===== config.mk =====
export PLATFORM = sky130hd
export DESIGN_NAME = btb_upd_arb
export DESIGN_NICKNAME = d
export VERILOG_FILES = /design/src/rtl/btb_upd_arb_pkg.sv /design/src/rtl/btb_upd_fifo.sv /design/src/rtl/btb_upd_arb.sv
export SDC_FILE = /design/constraint.sdc
export NUM_CORES = 1
export LEC_CHECK = 0
export BUFFER_PORTS_ARGS = -buffer_cell sky130_fd_sc_hd__clkbuf_2
export CORE_ASPECT_RATIO = 0.9
export CORE_MARGIN = 3
export CORE_UTILIZATION = 61
export DETAILED_ROUTE_END_ITERATION = 7
export PLACE_DENSITY_LB_ADDON = 0.25
export RECOVER_POWER = 50
export SYNTH_ARGS = -nofsm -noshare
export SYNTH_HDL_FRONTEND = slang
export SYNTH_SLANG_ARGS = --single-unit

===== constraint.sdc =====
create_clock -name clk -period 9.8 [get_ports clk]
set_clock_uncertainty 0.15 [all_clocks]
set_input_delay 1.47 -clock clk [delete_from_list [all_inputs] [get_ports clk]]
set_output_delay 1.47 -clock clk [all_outputs]
set_load 0.02 [all_outputs]

===== src/rtl/btb_upd_arb_pkg.sv =====
// btb_upd_arb_pkg: shared branch types, arbiter states and BTB update config defaults.
package btb_upd_arb_pkg;
  localparam int AddrWidth = 32;
  localparam int UpdQDepth = 4;
  localparam int UpdStarve = 8;
  typedef enum logic [2:0] {
    BRTYPE_NONE,
    BRTYPE_BRANCH,
    BRTYPE_JUMP,
    BRTYPE_CALL,
    BRTYPE_RET,
    BRTYPE_CALLRET
  } BrInstType_t;
  typedef enum logic [1:0] {ARB_IDLE, ARB_PEND, ARB_FORCE} arb_state_t;
  // A branch commit wins over a simultaneous jump commit.
  function automatic BrInstType_t commit_type(logic br_, logic call_, logic ret_);
    return !br_ ? BRTYPE_BRANCH :
           (!call_ && !ret_) ? BRTYPE_CALLRET :
           !call_ ? BRTYPE_CALL :
           !ret_ ? BRTYPE_RET : BRTYPE_JUMP;
  endfunction
endpackage


===== src/rtl/btb_upd_fifo.sv =====
// btb_upd_fifo: single-write single-read update queue with occupancy count.
module btb_upd_fifo #(
  parameter int DW = 8,
  parameter int DEPTH = 4
) (
  input  logic                     clk,
  input  logic                     reset_,
  input  logic                     push,
  input  logic                     pop,
  input  logic [DW-1:0]            din,
  output logic [DW-1:0]            head,
  output logic [$clog2(DEPTH):0]   count
);
  localparam int PW = $clog2(DEPTH);
  localparam int CW = PW + 1;
  logic [DW-1:0] mem [DEPTH];
  logic [PW-1:0] wp, rp;
  always_ff @(posedge clk)
    if (push) mem[wp] <= din;
  always_ff @(posedge clk or negedge reset_)
    if (!reset_) begin
      wp    <= '0;
      rp    <= '0;
      count <= '0;
    end else begin
      wp    <= wp + PW'(push);
      rp    <= rp + PW'(pop);
      count <= count + CW'(push) - CW'(pop);
    end
  assign head = mem[rp];
endmodule


===== src/rtl/btb_upd_arb.sv =====
// btb_upd_arb: shares the single BTB port between fetch lookups and queued commit updates,
// forcing an update through when the queue fills or an entry has starved.
module btb_upd_arb
  import btb_upd_arb_pkg::*;
#(
  parameter int ADDR = AddrWidth,
  parameter int QDEPTH = UpdQDepth,
  parameter int STARVE = UpdStarve
) (
  input  logic                      clk,
  input  logic                      reset_,
  input  logic                      com_br_commit_,
  input  logic                      com_jump_commit_,
  input  logic                      com_call_,
  input  logic                      com_return_,
  input  logic [ADDR-1:0]           com_pc,
  input  logic [ADDR-1:0]           com_tar_addr,
  input  logic                      fetch_req_,
  input  logic [ADDR-1:0]           fetch_pc,
  output logic                      btb_re_,
  output logic                      btb_we_,
  output logic [ADDR-1:0]           btb_addr,
  output logic [ADDR-1:0]           btb_wtar,
  output BrInstType_t               btb_wtype,
  output logic                      fetch_stall_,
  output logic [$clog2(QDEPTH):0]   upd_cnt
);
  localparam int CW = $clog2(QDEPTH) + 1;
  localparam int SW = $clog2(STARVE);
  localparam int TW = $bits(BrInstType_t);
  localparam int DW = 2 * ADDR + TW;
  arb_state_t state, state_next;
  logic [SW-1:0] starve;
  logic push, upd_gnt, fetch_gnt, starve_hit;
  logic [CW-1:0] cnt_next;
  logic [DW-1:0] head;
  btb_upd_fifo #(.DW(DW), .DEPTH(QDEPTH)) u_fifo (
    .clk   (clk),
    .reset_(reset_),
    .push  (push),
    .pop   (upd_gnt),
    .din   ({com_pc, com_tar_addr, commit_type(com_br_commit_, com_call_, com_return_)}),
    .head  (head),
    .count (upd_cnt)
  );
  assign push       = !com_br_commit_ || !com_jump_commit_;
  assign upd_gnt    = (upd_cnt != '0) && (fetch_req_ || state == ARB_FORCE);
  // Reset also blocks the combinational fetch grant so the port is quiet while held.
  assign fetch_gnt  = reset_ && !fetch_req_ && !upd_gnt;
  assign cnt_next   = upd_cnt + CW'(push) - CW'(upd_gnt);
  assign starve_hit = !upd_gnt && starve == SW'(STARVE - 1);
  // Staying in FORCE while the queue would remain full keeps a pending enqueue from overflowing.
  assign state_next = cnt_next == '0 ? ARB_IDLE :
                      (cnt_next == CW'(QDEPTH) || starve_hit) ? ARB_FORCE : ARB_PEND;
  always_ff @(posedge clk or negedge reset_)
    if (!reset_) begin
      state  <= ARB_IDLE;
      starve <= '0;
    end else begin
      state  <= state_next;
      starve <= (upd_gnt || upd_cnt == '0) ? '0 :
                (starve == SW'(STARVE - 1)) ? starve : starve + SW'(1);
    end
  assign btb_we_      = !upd_gnt;
  assign btb_re_      = !fetch_gnt;
  assign btb_addr     = upd_gnt ? head[DW-1 -: ADDR] : fetch_gnt ? fetch_pc : '0;
  assign btb_wtar     = upd_gnt ? head[TW +: ADDR] : '0;
  assign btb_wtype    = upd_gnt ? BrInstType_t'(head[TW-1:0]) : BRTYPE_NONE;
  assign fetch_stall_ = !(upd_gnt && !fetch_req_);
endmodule


# Word-level counts from Yosys, hierarchy flattened
# Memories as Yosys holds them, arrays and structs flattened.
# Cells that the tools add are included.
[word_totals]
n_memories = 1
inputBits = 103
out_inout_bits = 73
elab_cells = 50
register_bits = 12
ram_bits = 268
[mem_list]
columns = ["memory", "depth", "word_bits", "read_ports", "rd_clocked_by_memory_dff", "write_ports", "line_no", "rtl"]
rows = [
  ["u_fifo.mem", 4, 67, 1, 0, 1, "btb_upd_fifo.sv:16", "logic [DW-1:0] mem [DEPTH];"],
]
[op_classes]
n_eq_ne = 4
reduce_logical = 21
n_mux = 14
addsub = 5
[op_table]
columns = ["cell", "n"]
rows = [
  ["$mux W32", 3],
  ["$mux W3", 7],
  ["$logic_not A1 Y1", 8],
  ["$eq A3 B3 Y1 const B", 2],
  ["$logic_and A1 B1 Y1", 6],
  ["$logic_not A3 Y1", 2],
  ["$add A2 B1 Y2", 2],
  ["$logic_or A1 B1 Y1", 4],
  ["$mux W2", 2],
  ["$add A3 B1 Y3", 1],
  ["$add A3 B1 Y3 const B", 1],
  ["$reduce_bool A3 Y1", 1],
  ["$sub A3 B1 Y3", 1],
  ["$eq A2 B2 Y1 const B", 1],
  ["$mux W1", 2],
  ["$ne A2 B2 Y1 const B", 1],
]

# Logic depth before layout (Yosys ltp)
# Gate-level depths: netlist (run 1).
[depth]
word_depth = 8
mapped_depth = 10

# Cells and area by module
# A second synthesis (run 1) with hierarchy kept.
[hier_totals]
hier_cells = 571
hier_area_um2 = 11310.8
[modules_own_cells]
columns = ["mod", "instances", "seq_area_each_um2", "area_each_um2", "cells_each"]
rows = [
  ["btb_upd_fifo", 1, 8222.9, 10034.6, 374],
  ["btb_upd_arb", 1, 125.1, 1276.2, 197],
]

# Worst setup path after synthesis (run 1)
# OpenSTA, ideal clock, no wires.
[synth_timing]
kind = "in2reg"
from = "in com_br_commit_"
to = "mem u_fifo.mem[0][0] (netlist name) (enable)"
slack_ns = 2.623
cell_stages = 1
n_path_buf = 0
arrival_time_ns = 6.435
t_required_ns = 9.058
cell_sequence = "a211oi_1"
[synth_via]
elab_chain_cells = 4
[synth_lines]
columns = ["item", "line_no", "rtl"]
rows = [
  ["start: declaration", "btb_upd_arb.sv:12", "input logic com_br_commit_,"],
  ["$logic_not A1 Y1", "btb_upd_arb.sv:46", "assign push = !com_br_commit_ || !com_jump_commit_;"],
  ["$logic_or A1 B1 Y1", "btb_upd_arb.sv:46", ""],
  ["$mux W1", "btb_upd_fifo.sv:19", "if (push) mem[wp] <= din;"],
  ["$mux W1 (implied by the code)", "btb_upd_fifo.sv:19", ""],
  ["end: declaration", "btb_upd_fifo.sv:16", ""],
]
# Every way passes these cells.

# Final worst setup path (run 1)
[layout_timing]
from = "in fetch_req_"
to = "out btb_addr[2]"
[layout_via]
elab_chain_cells = 6
[layout_lines]
columns = ["item", "line_no", "rtl"]
rows = [
  ["start: declaration", "btb_upd_arb.sv:18", "input logic fetch_req_,"],
  ["$logic_or A1 B1 Y1", "btb_upd_arb.sv:47", "assign upd_gnt = (upd_cnt != '0) && (fetch_req_ || state == ARB_FORCE);"],
  ["$logic_and A1 B1 Y1", "btb_upd_arb.sv:47", ""],
  ["$logic_not A1 Y1", "btb_upd_arb.sv:49", "assign fetch_gnt = reset_ && !fetch_req_ && !upd_gnt;"],
  ["$logic_and A1 B1 Y1", "btb_upd_arb.sv:49", ""],
  ["$mux W32", "btb_upd_arb.sv:66", "assign btb_addr = upd_gnt ? head[DW-1 -: ADDR] : fetch_gnt ? fetch_pc : '0;"],
  ["$mux W32 (*)", "btb_upd_arb.sv:66", ""],
  ["end: declaration", "btb_upd_arb.sv:22", "output logic [ADDR-1:0] btb_addr,"],
]
# Every way passes the cells marked *; elsewhere a longest branch is shown, timed or not.

==> impl_results.md, run 1 <==
- Die Footprint: 20,000 sq um
- DRT Pass-1 Iters: 4
- Worst vdd ir: 243 uV
- Lkg Pwr: 0.00472 uW
- Clock latency on the worst-skew pair: 0.51 ns
- Worst EP required: ~8.2 ns
- Sink Count: 280
- Die Wd: 149 microns
- Most frequent CP cell: clkbuf_1
- Fillers: 1,081
- CP top delay family: buffers and inverters
- # setup viols final: 0
- Global-route wire length before repair: around 33,000 microns
- DP HPWL: roughly 12,000 microns
- Hold buffer count at CTS: 0
- Peak fanout along the critical path: 41
- Final #Nets: approximately 840
- I/O Buffers: roughly 180
- Vias/cell: around 5.6
- Antenna violations before repair: 1
- Post-synth cell types: 32
- Largest net degree at the start of global routing: 69
- Design area: between 10,000 and 15,000 sq um
- Syn Area/Cell: slightly above 20 sq um
- Layout cells sized above 1: 0.306
- Ports: 176
- WP buf/inv: 3
- RD Place Congestion: approximately 0.76
- CP endpoint kind: output pin
- Synthesized instance count: 549
- CTS tree: built
- Max-cap violation count: 2
- Total Wirelength: between 20,000 and 25,000 microns
- Failing checks: max-capacitance violations, max-slew violations
- Worst Path Arrival: 4.14 ns
- Dpl cell area: between 10,000 and 15,000 sq um
- Post-CTS setup buffers: 0
- Total CTS buffers: 28
- Power, Total: 4130 uW
- Final Critical Period: 5.76 ns
- Starting Density: 0.629
- Synth warnings: 0
- Number of max-slew violations in the final report: 73
- Slowest CP cell: clkbuf_1
- CTS clock-pin slew for the worst setup and hold paths: around 0.060 ns
- CTS-repair resized insts: 0
- Number of global-route vias before repair: approximately 6.1k
- Unrepaired setup endpoints after global routing: no
- CP peak stage delay: 1.70 ns
- DRC: 0
- Grt peak-use layer: met2
- Worst-Margin Slew: 2.38 ns
- CP Cell Sequence: clkbuf_1 > o21ai_4 > clkbuf_1 > mux2i_1 > clkbuf_2
- #FFs+latches synth: 280
- Synthesized Nets: about 660
- H-tree depth: 1
- Clk buf depth: 3
- Power Density: 317 nW/um^2
- Status: finished, violations left
- Met1 Use GR: 0.290
- Sequential area share after synthesis: 0.746
- Setup TNS: 0 ns
- Layout area overhead: 16.6%
- Critical path class: in2out
- First DRT Iteration DRCs: 361
- Syn Std Cell Area: between 10,000 and 15,000 sq um
- Hold Violations, Final: 0
- Global Route Usage Sum: 0.210
- Fmax: 173 MHz
- # diodes: 0
- ANT nets after route: 0
- Slew headroom: -0.585
- Startpoint types: primary input
- Period utilisation layout: 0.588
- Via count: 5,548
- Core Footprint: 17,800 sq um
- Worst min-delay path class: reg2reg
- Overflow after GRT: 0
- GR Layer Usage met3: 0.0413
- Number of core rows: 46
- Routed length per instance: 20.5 microns
- Die height: roughly 130 microns
- Met2 usage: 0.356
- Root buffer selected by CTS: clkbuf_16
path summary, 6_finish.rpt:
path                                            from                        end  slack (ns)  cells after the start
max                                       fetch_req_                btb_addr[2]        4.04                      5
min                           u_fifo.wp[1]$_DFF_PN0_     u_fifo.wp[1]$_DFF_PN0_        0.39                      1
max reg2reg                u_fifo.count[0]$_DFF_PN0_         state[1]$_DFF_PN0_        5.17                      8
min reg2reg                   u_fifo.wp[1]$_DFF_PN0_     u_fifo.wp[1]$_DFF_PN0_        0.39                      1
max in group asynchronous                     reset_     u_fifo.rp[0]$_DFF_PN0_        8.17                      1
min in group asynchronous                     reset_  u_fifo.count[2]$_DFF_PN0_        0.82                      1
per-layer routing:
| layer | vias to the layer above | routed length (microns) |
|---|---|---|
| met4 | 2 | 312 |
| met3 | 26 | 1300 |
| met5 | - | 9 |
| li1 | 2516 | - |
| met2 | 177 | 10400 |
| met1 | 2827 | 8350 |
area by class of cell:
type	count	area, sq um	share of cell area
clock buffers	42	795	0.0609
well taps	240	300	0.0230
clock inverters	10	98.8	0.00758
flip-flops and latches	280	8360	0.641
multi-input cells	207	2520	0.194
inverters	33	124	0.00950
repair buffers	183	845	0.0648
cell usage in the layout, fill, tap and decap left out, drive strengths merged, types with 3 or more instances in the layout:
| master | synthesis | routed |
|---|---|---|
| and2b | 6 | 6 |
| buf | 20 | 6 |
| clkbuf | 9 | 219 |
| clkinv | 0 | 7 |
| dfrtp | 12 | 12 |
| edfxtp | 268 | 268 |
| ha | 4 | 4 |
| inv | 33 | 33 |
| mux2i | 34 | 34 |
| mux4 | 67 | 67 |
| nand2 | 36 | 36 |
| nor2 | 5 | 5 |
| nor2b | 32 | 32 |
| or2 | 3 | 3 |
synth_stat cells, drive strengths merged:
cell type  count  share of area
a211oi         1        0.00067
a21oi          1        0.00045
a31o           1        0.00078
and2           2         0.0011
and2b          6         0.0040
and3           1        0.00056
and3b          1        0.00078
buf           20          0.016
clkbuf         9         0.0030
dfrtp         12          0.027
edfxtp       268           0.72
fa             1         0.0018
ha             4         0.0045
inv           33          0.011
mux2i         34          0.030
mux4          67           0.13
nand2         36          0.012
nand2b         1        0.00056
nand3b         2         0.0013
nor2           5         0.0017
nor2b         32          0.018
o211ai         1        0.00067
o21ai          2         0.0012
or2            3         0.0017
or3            1         0.0010
xnor2          2         0.0016
xnor3          1         0.0020
xor2           2         0.0016
state kept, by name, summed over array words and instances, names as in the netlist:
signal / count
u_fifo.mem: 268
u_fifo.wp: 2
u_fifo.count: 3
starve: 3
state: 2
u_fifo.rp: 2
stage by stage:
step,hold slack [ns],setup WS [ns],std cells,utilization
after global routing,0.447,3.82,995,0.733
after detailed placement,0.382,5.33,943,0.689
final,0.392,4.04,995,0.733
after CTS,0.412,4.98,995,0.739
after global placement,0.360,5.48,943,0.689
after floorplan,0.337,2.62,549,-
kinds of logic (layout without fill, tap and decap cells):
kind of cell    Yosys count  count (layout)  synth area share
simple gates             90              90            0.0427
buf+inv                  62             268            0.0304
flops                   280             280             0.746
mux                     101             101             0.165
xor+xnor                  5               5           0.00515
fa+ha+maj                 5               5           0.00626
compound gates            6               6           0.00380
power by group:
part / switching (uW) / internal [uW] / leakage, uW
Clock: 402 / 610 / 0.000433
Sequential: 181 / 1690 / 0.00263
Combinational: 683 / 563 / 0.00166
Note: power is estimated with default switching activity, not from simulation.
==> run 2, diff against run 1 <==
--- a/config.mk
+++ b/config.mk
@@ -8,7 +8,7 @@
 export BUFFER_PORTS_ARGS = -buffer_cell sky130_fd_sc_hd__clkbuf_2
 export CORE_ASPECT_RATIO = 0.9
 export CORE_MARGIN = 3
-export CORE_UTILIZATION = 61
+export CORE_UTILIZATION = 56
 export DETAILED_ROUTE_END_ITERATION = 7
 export PLACE_DENSITY_LB_ADDON = 0.25
 export RECOVER_POWER = 50
==> constraint.sdc (replaced) <==
create_clock -name clk -period 5.9 [get_ports clk]
set_clock_uncertainty 0.15 [all_clocks]
set_input_delay 0.885 -clock clk [delete_from_list [all_inputs] [get_ports clk]]
set_output_delay 0.885 -clock clk [all_outputs]
set_load 0.02 [all_outputs]
==> impl_results.md, run 2 (synthesized netlist as in run 1, its figures left out) <==
- Storage cell area: 8360 sq um (unchanged)
- Worst-Margin Slew: 2.00 ns (-0.377 ns)
- Register share of total power: 0.447 (-0.006)
- WP buf/inv: 2 (-1)
- Worst vdd ir: 328 uV (+35%)
- Number of global-route vias before repair: 5,971 (-2.0%)
- Ports: 176 (unchanged)
- Overflow after GRT: 0 (unchanged)
- DP HPWL: 12,300 microns (-0.19%)
- Clk buf depth: 3 (unchanged)
- ANT nets after route: 0 (unchanged)
- Slew headroom: -0.333 (+0.252)
- Sink Count: 280 (unchanged)
- Multi-input gate area: 2520 sq um (-0.15%)
- Root buffer selected by CTS: clkbuf_16
- Worst min-delay path class: in2async
- Final Critical Period: 3.82 ns
- # setup viols final: 0 (unchanged)
- Worst Path Arrival: 2.79 ns (-1.35 ns)
- CP peak stage delay: 0.84 ns (-0.86 ns)
- Total Wirelength: 20,400 microns (about the same)
- Post-CTS setup buffers: 0 (unchanged)
- Number of max-slew violations in the final report: 32 (-56%)
- Die height: 140 microns (+4.2%)
- CP Cell Sequence: buf_4 > mux4_2 > nor2b_1 > clkbuf_2
- CTS tree: built
- CP top delay family: flip-flops
- Worst R2R Path Depth: 7 (-1)
- # diodes: 0 (unchanged)
- Internal: 4810 uW (+68%)
- Worst setup path start: u_fifo.rp[0]$_DFF_PN0_
- Routed length per instance: 20.3 microns (-1.1%)
- Status: finished, violations left
- Worst EP required: 4.87 ns (-3.31 ns)
- Core Footprint: 19,400 sq um (+9.1%)
- Max reg flops: 268 (unchanged)
- Clock latency on the worst-skew pair: 0.52 ns (about the same)
- Slowest CP cell: dfrtp_4
- Most common cell after layout, fill and taps aside: edfxtp_1
- DRC: 0 (unchanged)
- Power, Total: 6950 uW (+68%)
- Clock network fraction of design power: 0.254 (+0.009)
- Hold buffer count at CTS: 0 (unchanged)
- Global Route Usage Sum: 0.191 (-0.0193)
- Final #Nets: 843 (+0.24%)
- Failing checks: max-capacitance violations, max-slew violations
- CP endpoint kind: output pin
- Largest net degree at the start of global routing: 69 (unchanged)
- Startpoint types: register
- Fmax: 262 MHz
- I/O Buffers: 175 (unchanged)
- Largest regs: u_fifo.mem x268, starve x3, u_fifo.count x3
- Starting Density: 0.577 (-0.0523)
- Critical path class: reg2out
- Die Wd: 155 microns (+4.2%)
- Lkg Pwr: 0.00476 uW (+0.79%)
- Die Footprint: 21,700 sq um (+8.5%)
- CTS clock-pin slew for the worst setup and hold paths: 0.06 ns (about the same)
- Worst R2R Setup Slack: 2.78 ns (-2.39 ns)
- Peak fanout along the critical path: 31 (-24%)
- Setup TNS: 0 ns (unchanged)
- H-tree depth: 1 (unchanged)
- Layout area overhead: 17.2%
- Number of core rows: 48 (+4.3%)
- Antenna violations before repair: 1 (unchanged)
- Vias/cell: 5.48 (-1.6%)
- Period utilisation layout: 0.647
- Global-route wire length before repair: 32,200 microns (-1.5%)
- Top reg by flops: u_fifo.mem
- Most frequent cells in the layout: 268 x edfxtp_1, 109 x clkbuf_2, 68 x clkbuf_1, 67 x mux4_2, 36 x nand2_1
- Crit path depth: 4 (-1)
- Unrepaired setup endpoints after global routing: no
- DRT Pass-1 Iters: 4 (unchanged)
- Reg2reg start: u_fifo.count[1]$_DFF_PN0_
- Reg2Reg Capture Point: state[1]$_DFF_PN0_
- RD Place Congestion: 0.763 (-0.14%)
- Layout cells sized above 1: 0.314 (+0.00844)
- Critical Path Sink: btb_wtar[23]
- Combinational power share: 0.299 (-0.003)
- CTS-repair resized insts: 0 (unchanged)
- First DRT Iteration DRCs: 292 (-19%)
- Power Density: 530 nW/um^2 (+67%)
- Switching Share: 0.307 (+0.000665)
- Post-layout util: 0.676 (-0.0575)
- Final worst slack: 2.08 ns (-1.96 ns)
- Max-cap violation count: 1 (-1)
- Hold Violations, Final: 0 (unchanged)
- Fillers: 1,335 (+23%)
- Switching power total: 2130 uW (+68%)
- Total CTS buffers: 29 (+3.6%)
- Via count: 5,523 (-0.45%)
- Post-Place Setup Slack: 2.23 ns (-3.11 ns)
[run 2: cell count changes in the layout (fill, tap and decap cells not counted), sizes merged]
cell and delta:
buf +2, clkbuf -13, bufinv +2, clkinvlp +2, clkinv +9
[run 2: cell type report]
| cell class | count | area share |
|---|---|---|
| Multi-Input combinational cell | 207 | 0.192 |
| Timing Repair Buffer | 184 | 0.0654 |
| Clock inverter | 23 | 0.0161 |
| Inverter | 33 | 0.00945 |
| Tap cell | 250 | 0.0239 |
| Sequential cell | 280 | 0.637 |
| Clock buffer | 30 | 0.0556 |
[run 2: worst min-delay path by stage]
stage,from,endpoint,slack (ns),depth (start not counted)
2_1_floorplan,starve[1]$_DFFE_PN0P_,starve[1]$_DFFE_PN0P_,0.34,2
3_3_place_gp,starve[1]$_DFFE_PN0P_,starve[1]$_DFFE_PN0P_,0.36,2
3_5_place_dp,starve[0]$_DFFE_PN0P_,starve[0]$_DFFE_PN0P_,0.39,2
4_1_cts,reset_,u_fifo.wp[0]$_DFF_PN0_,0.09,1
5_1_grt,reset_,u_fifo.count[0]$_DFF_PN0_,0.27,1
6_report,reset_,u_fifo.wp[0]$_DFF_PN0_,0.24,1
[run 2: metrics by stage]
stage | hold slack, ns | area, sq um | instances
final | 0.238 | 13100 | 1007
after global routing | 0.265 | 13100 | 1007
after CTS | 0.0876 | 13200 | 1007
after detailed placement | 0.390 | 12300 | 954
after global placement | 0.359 | 12300 | 954
after floorplan | 0.343 | 11200 | 549
[run 2: metal layers]
| layer | GRT usage | part of all wire |
|---|---|---|
| met1 | 0.251 | 0.40 |
| met2 | 0.327 | 0.51 |
| met3 | 0.0473 | 0.073 |
| met4 | 0.0432 | 0.015 |
| met5 | 0 | 0.00044 |
[run 2: power groups by stage]
stage	clock network (uW)	logic, uW	registers (uW)
after floorplan	0	1710	2970
after global placement	0	2100	3120
after detailed placement	0	2150	3160
after CTS	1800	2150	3120
after global routing	1880	2250	3180
final	1760	2080	3100
==> run 3, diff against run 2 <==
--- a/config.mk
+++ b/config.mk
@@ -8,7 +8,7 @@
 export BUFFER_PORTS_ARGS = -buffer_cell sky130_fd_sc_hd__clkbuf_2
 export CORE_ASPECT_RATIO = 0.9
 export CORE_MARGIN = 3
-export CORE_UTILIZATION = 56
+export CORE_UTILIZATION = 51
 export DETAILED_ROUTE_END_ITERATION = 7
 export PLACE_DENSITY_LB_ADDON = 0.25
 export RECOVER_POWER = 50
==> constraint.sdc (replaced) <==
create_clock -name clk -period 3.1 [get_ports clk]
set_clock_uncertainty 0.15 [all_clocks]
set_input_delay 0.465 -clock clk [delete_from_list [all_inputs] [get_ports clk]]
set_output_delay 0.465 -clock clk [all_outputs]
set_load 0.02 [all_outputs]
==> impl_results.md, run 3 (synthesized netlist as in run 1, its figures left out) <==
- Status: finished, violations left
- Failing checks: max-capacitance violations, max-slew violations
- Antenna violations before repair: 0 (-1)
- Worst Path Arrival: 2.39 ns (-0.40 ns)
- Number of global-route vias before repair: 6,373 (+6.7%)
- Global Route Usage Sum: 0.186 (-0.00497)
- Fillers: 1,469 (+10%)
- Slowest CP cell: dfrtp_1
- Worst-Margin Slew: 1.72 ns (-0.280 ns)
- Total Wirelength: 22,200 microns (+8.8%)
- Root buffer selected by CTS: clkbuf_16
- Vias/cell: 5.30 (-3.3%)
- Starting Density: 0.529 (-0.0476)
- Final worst slack: 0.0990 ns (-1.98 ns)
- Unrepaired setup endpoints after global routing: no
- Worst min-delay path class: in2reg
- Overflow after GRT: 0 (unchanged)
- Clock latency on the worst-skew pair: 0.53 ns (about the same)
- Top reg by flops: u_fifo.mem
- CP peak stage delay: 0.43 ns (-0.41 ns)
- Most frequent cells in the layout: 268 x edfxtp_1, 110 x clkbuf_2, 67 x mux4_2, 66 x clkbuf_1, 53 x dlygate4sd3_1
- Global-route wire length before repair: 34,600 microns (+7.3%)
- Layout cells sized above 1: 0.303 (-0.0113)
- Final Critical Period: about 3 ns
- Largest regs: u_fifo.mem x268, starve x3, u_fifo.count x3
- I/O Buffers: 175 (unchanged)
- Sink Count: 280 (unchanged)
- DRT Pass-1 Iters: 5 (+1)
- First DRT Iteration DRCs: 311 (+6.5%)
- DRC: 0 (unchanged)
- Peak fanout along the critical path: 34 (+9.7%)
- Final #Nets: 901 (+6.9%)
- Number of max-slew violations in the final report: 58 (+81%)
- H-tree depth: 1 (unchanged)
- Slew headroom: -0.146 (+0.187)
- Power Density: 982 nW/um^2 (+85%)
- Lkg Pwr: 0.00507 uW (+6.6%)
- # setup viols final: 0 (unchanged)
- Number of core rows: 50 (+4.2%)
- Ports: 176 (unchanged)
- Layout area overhead: 23.9%
- Startpoint types: register
- DP HPWL: 12,900 microns (+5.3%)
- CP Cell Sequence: or3_4 > o21ai_4 > buf_6 > mux2i_1 > clkbuf_2
- Core Footprint: 21,100 sq um (+9.0%)
- # diodes: 0 (unchanged)
- Post-CTS setup buffers: 0 (unchanged)
- RD Place Congestion: 0.732 (-4.0%)
- CTS clock-pin slew for the worst setup and hold paths: 0.06 ns (about the same)
- Die Footprint: 23,700 sq um (+9.4%)
- Setup TNS: 0 ns (unchanged)
- Period utilisation layout: 0.968
- Critical path class: reg2out
- Max-cap violation count: 2 (+1)
- Via count: 5,839 (+5.7%)
- Die Wd: 162 microns (+4.6%)
- CP endpoint kind: output pin
- CTS tree: built
- Largest net degree at the start of global routing: 69 (unchanged)
- Hold Violations, Final: 0 (unchanged)
- ANT nets after route: 0 (unchanged)
- Total CTS buffers: 28 (-3.4%)
- Most common cell after layout, fill and taps aside: edfxtp_1
- Routed length per instance: 20.2 microns (-0.53%)
- Worst vdd ir: 589 uV (+80%)
- Worst EP required: 2.48 ns (-2.39 ns)
- Die height: 146 microns (+4.6%)
- Post-Place Setup Slack: 0.428 ns (-1.80 ns)
- Max reg flops: 268 (unchanged)
- Power, Total: 13,600 uW (+96%)
- Clk buf depth: 3 (unchanged)
- Fmax: 333 MHz
## run 3: cell types whose count changed in the layout (fill, tap and decap cells not counted), moves of 2 or more
cell / previous run / this run
buf_12: 0 / 5
buf_4: 8 / 6
dlygate4sd3_1: 0 / 53
buf_6: 0 / 3
clkinvlp_4: 3 / 1
clkbuf_1: 68 / 66
clkinv_1: 9 / 7
## run 3: repair_timing
item / 4_1_cts / 5_1_grt
endpoints found under the setup margin: 0 / 16
gates resized for setup: 0 / 2
hold buffers: 53 / 0
endpoints found under the hold margin: 208 / 0
## run 3: area by class of cell
class | count | area (sq um) | area share
sequential | 280 | 8360 | 0.603
multi-input combinational | 207 | 2530 | 0.182
timing repair buffer | 243 | 1530 | 0.110
clock buffer | 30 | 729 | 0.0526
tap | 286 | 358 | 0.0258
clock inverter | 22 | 233 | 0.0168
inverter | 33 | 124 | 0.00894
## run 3: worst paths after layout
path                                                start                     endpoint  slack, ns  depth (start not counted)
min in group asynchronous                          reset_       u_fifo.wp[0]$_DFF_PN0_       0.21                          2
worst max-delay path            u_fifo.count[0]$_DFF_PN0_                 btb_addr[23]        0.1                          5
worst max register to register     u_fifo.wp[0]$_DFF_PN0_  u_fifo.mem[1][28]$_DFFE_PP_       0.32                          2
worst min-delay path                     com_tar_addr[22]  u_fifo.mem[1][25]$_DFFE_PP_       0.07                          1
worst min register to register      starve[2]$_DFFE_PN0P_        starve[2]$_DFFE_PN0P_       0.41                          2
max in group asynchronous                          reset_       u_fifo.rp[1]$_DFF_PN0_       2.32                          2
## run 3: metrics by stage
| stage | hold slack (ns) | instances | util | instance area, sq um |
|---|---|---|---|---|
| after floorplan | 0.0194 | 549 | - | 11200 |
| after global placement | 0.210 | 994 | 0.587 | 12400 |
| after CTS | 0.0000935 | 1099 | 0.658 | 13900 |
| after detailed placement | 0.217 | 994 | 0.587 | 12400 |
| final | 0.0670 | 1101 | 0.655 | 13900 |
| after global routing | 0.0672 | 1101 | 0.655 | 13900 |
## run 3: critical path: cells and delay by family (launching register included)
kind | cells | cell delay [ns]
mux | 1 | 0.22
buf+inv | 2 | 0.58
compound gates | 1 | 0.19
flops | 1 | 0.43
simple gates | 1 | 0.42
## run 3: report_power, final
group          total, uW  leakage (uW)  internal [uW]  switching [uW]
clock               3460      0.000476           2110            1350
combinational       4440       0.00197           1950            2490
sequential          5700       0.00263           5340             358
total              13600       0.00507           9410            4200
## run 3: routing by layer
| layer | GRT usage | up-vias | wire length (microns) |
|---|---|---|---|
| li1 | - | 2633 | - |
| met4 | 0.0456 | 0 | 474 |
| met1 | 0.250 | 3018 | 9230 |
| met3 | 0.0326 | 39 | 1010 |
| met5 | 0 | - | 0 |
| met2 | 0.320 | 149 | 11500 |
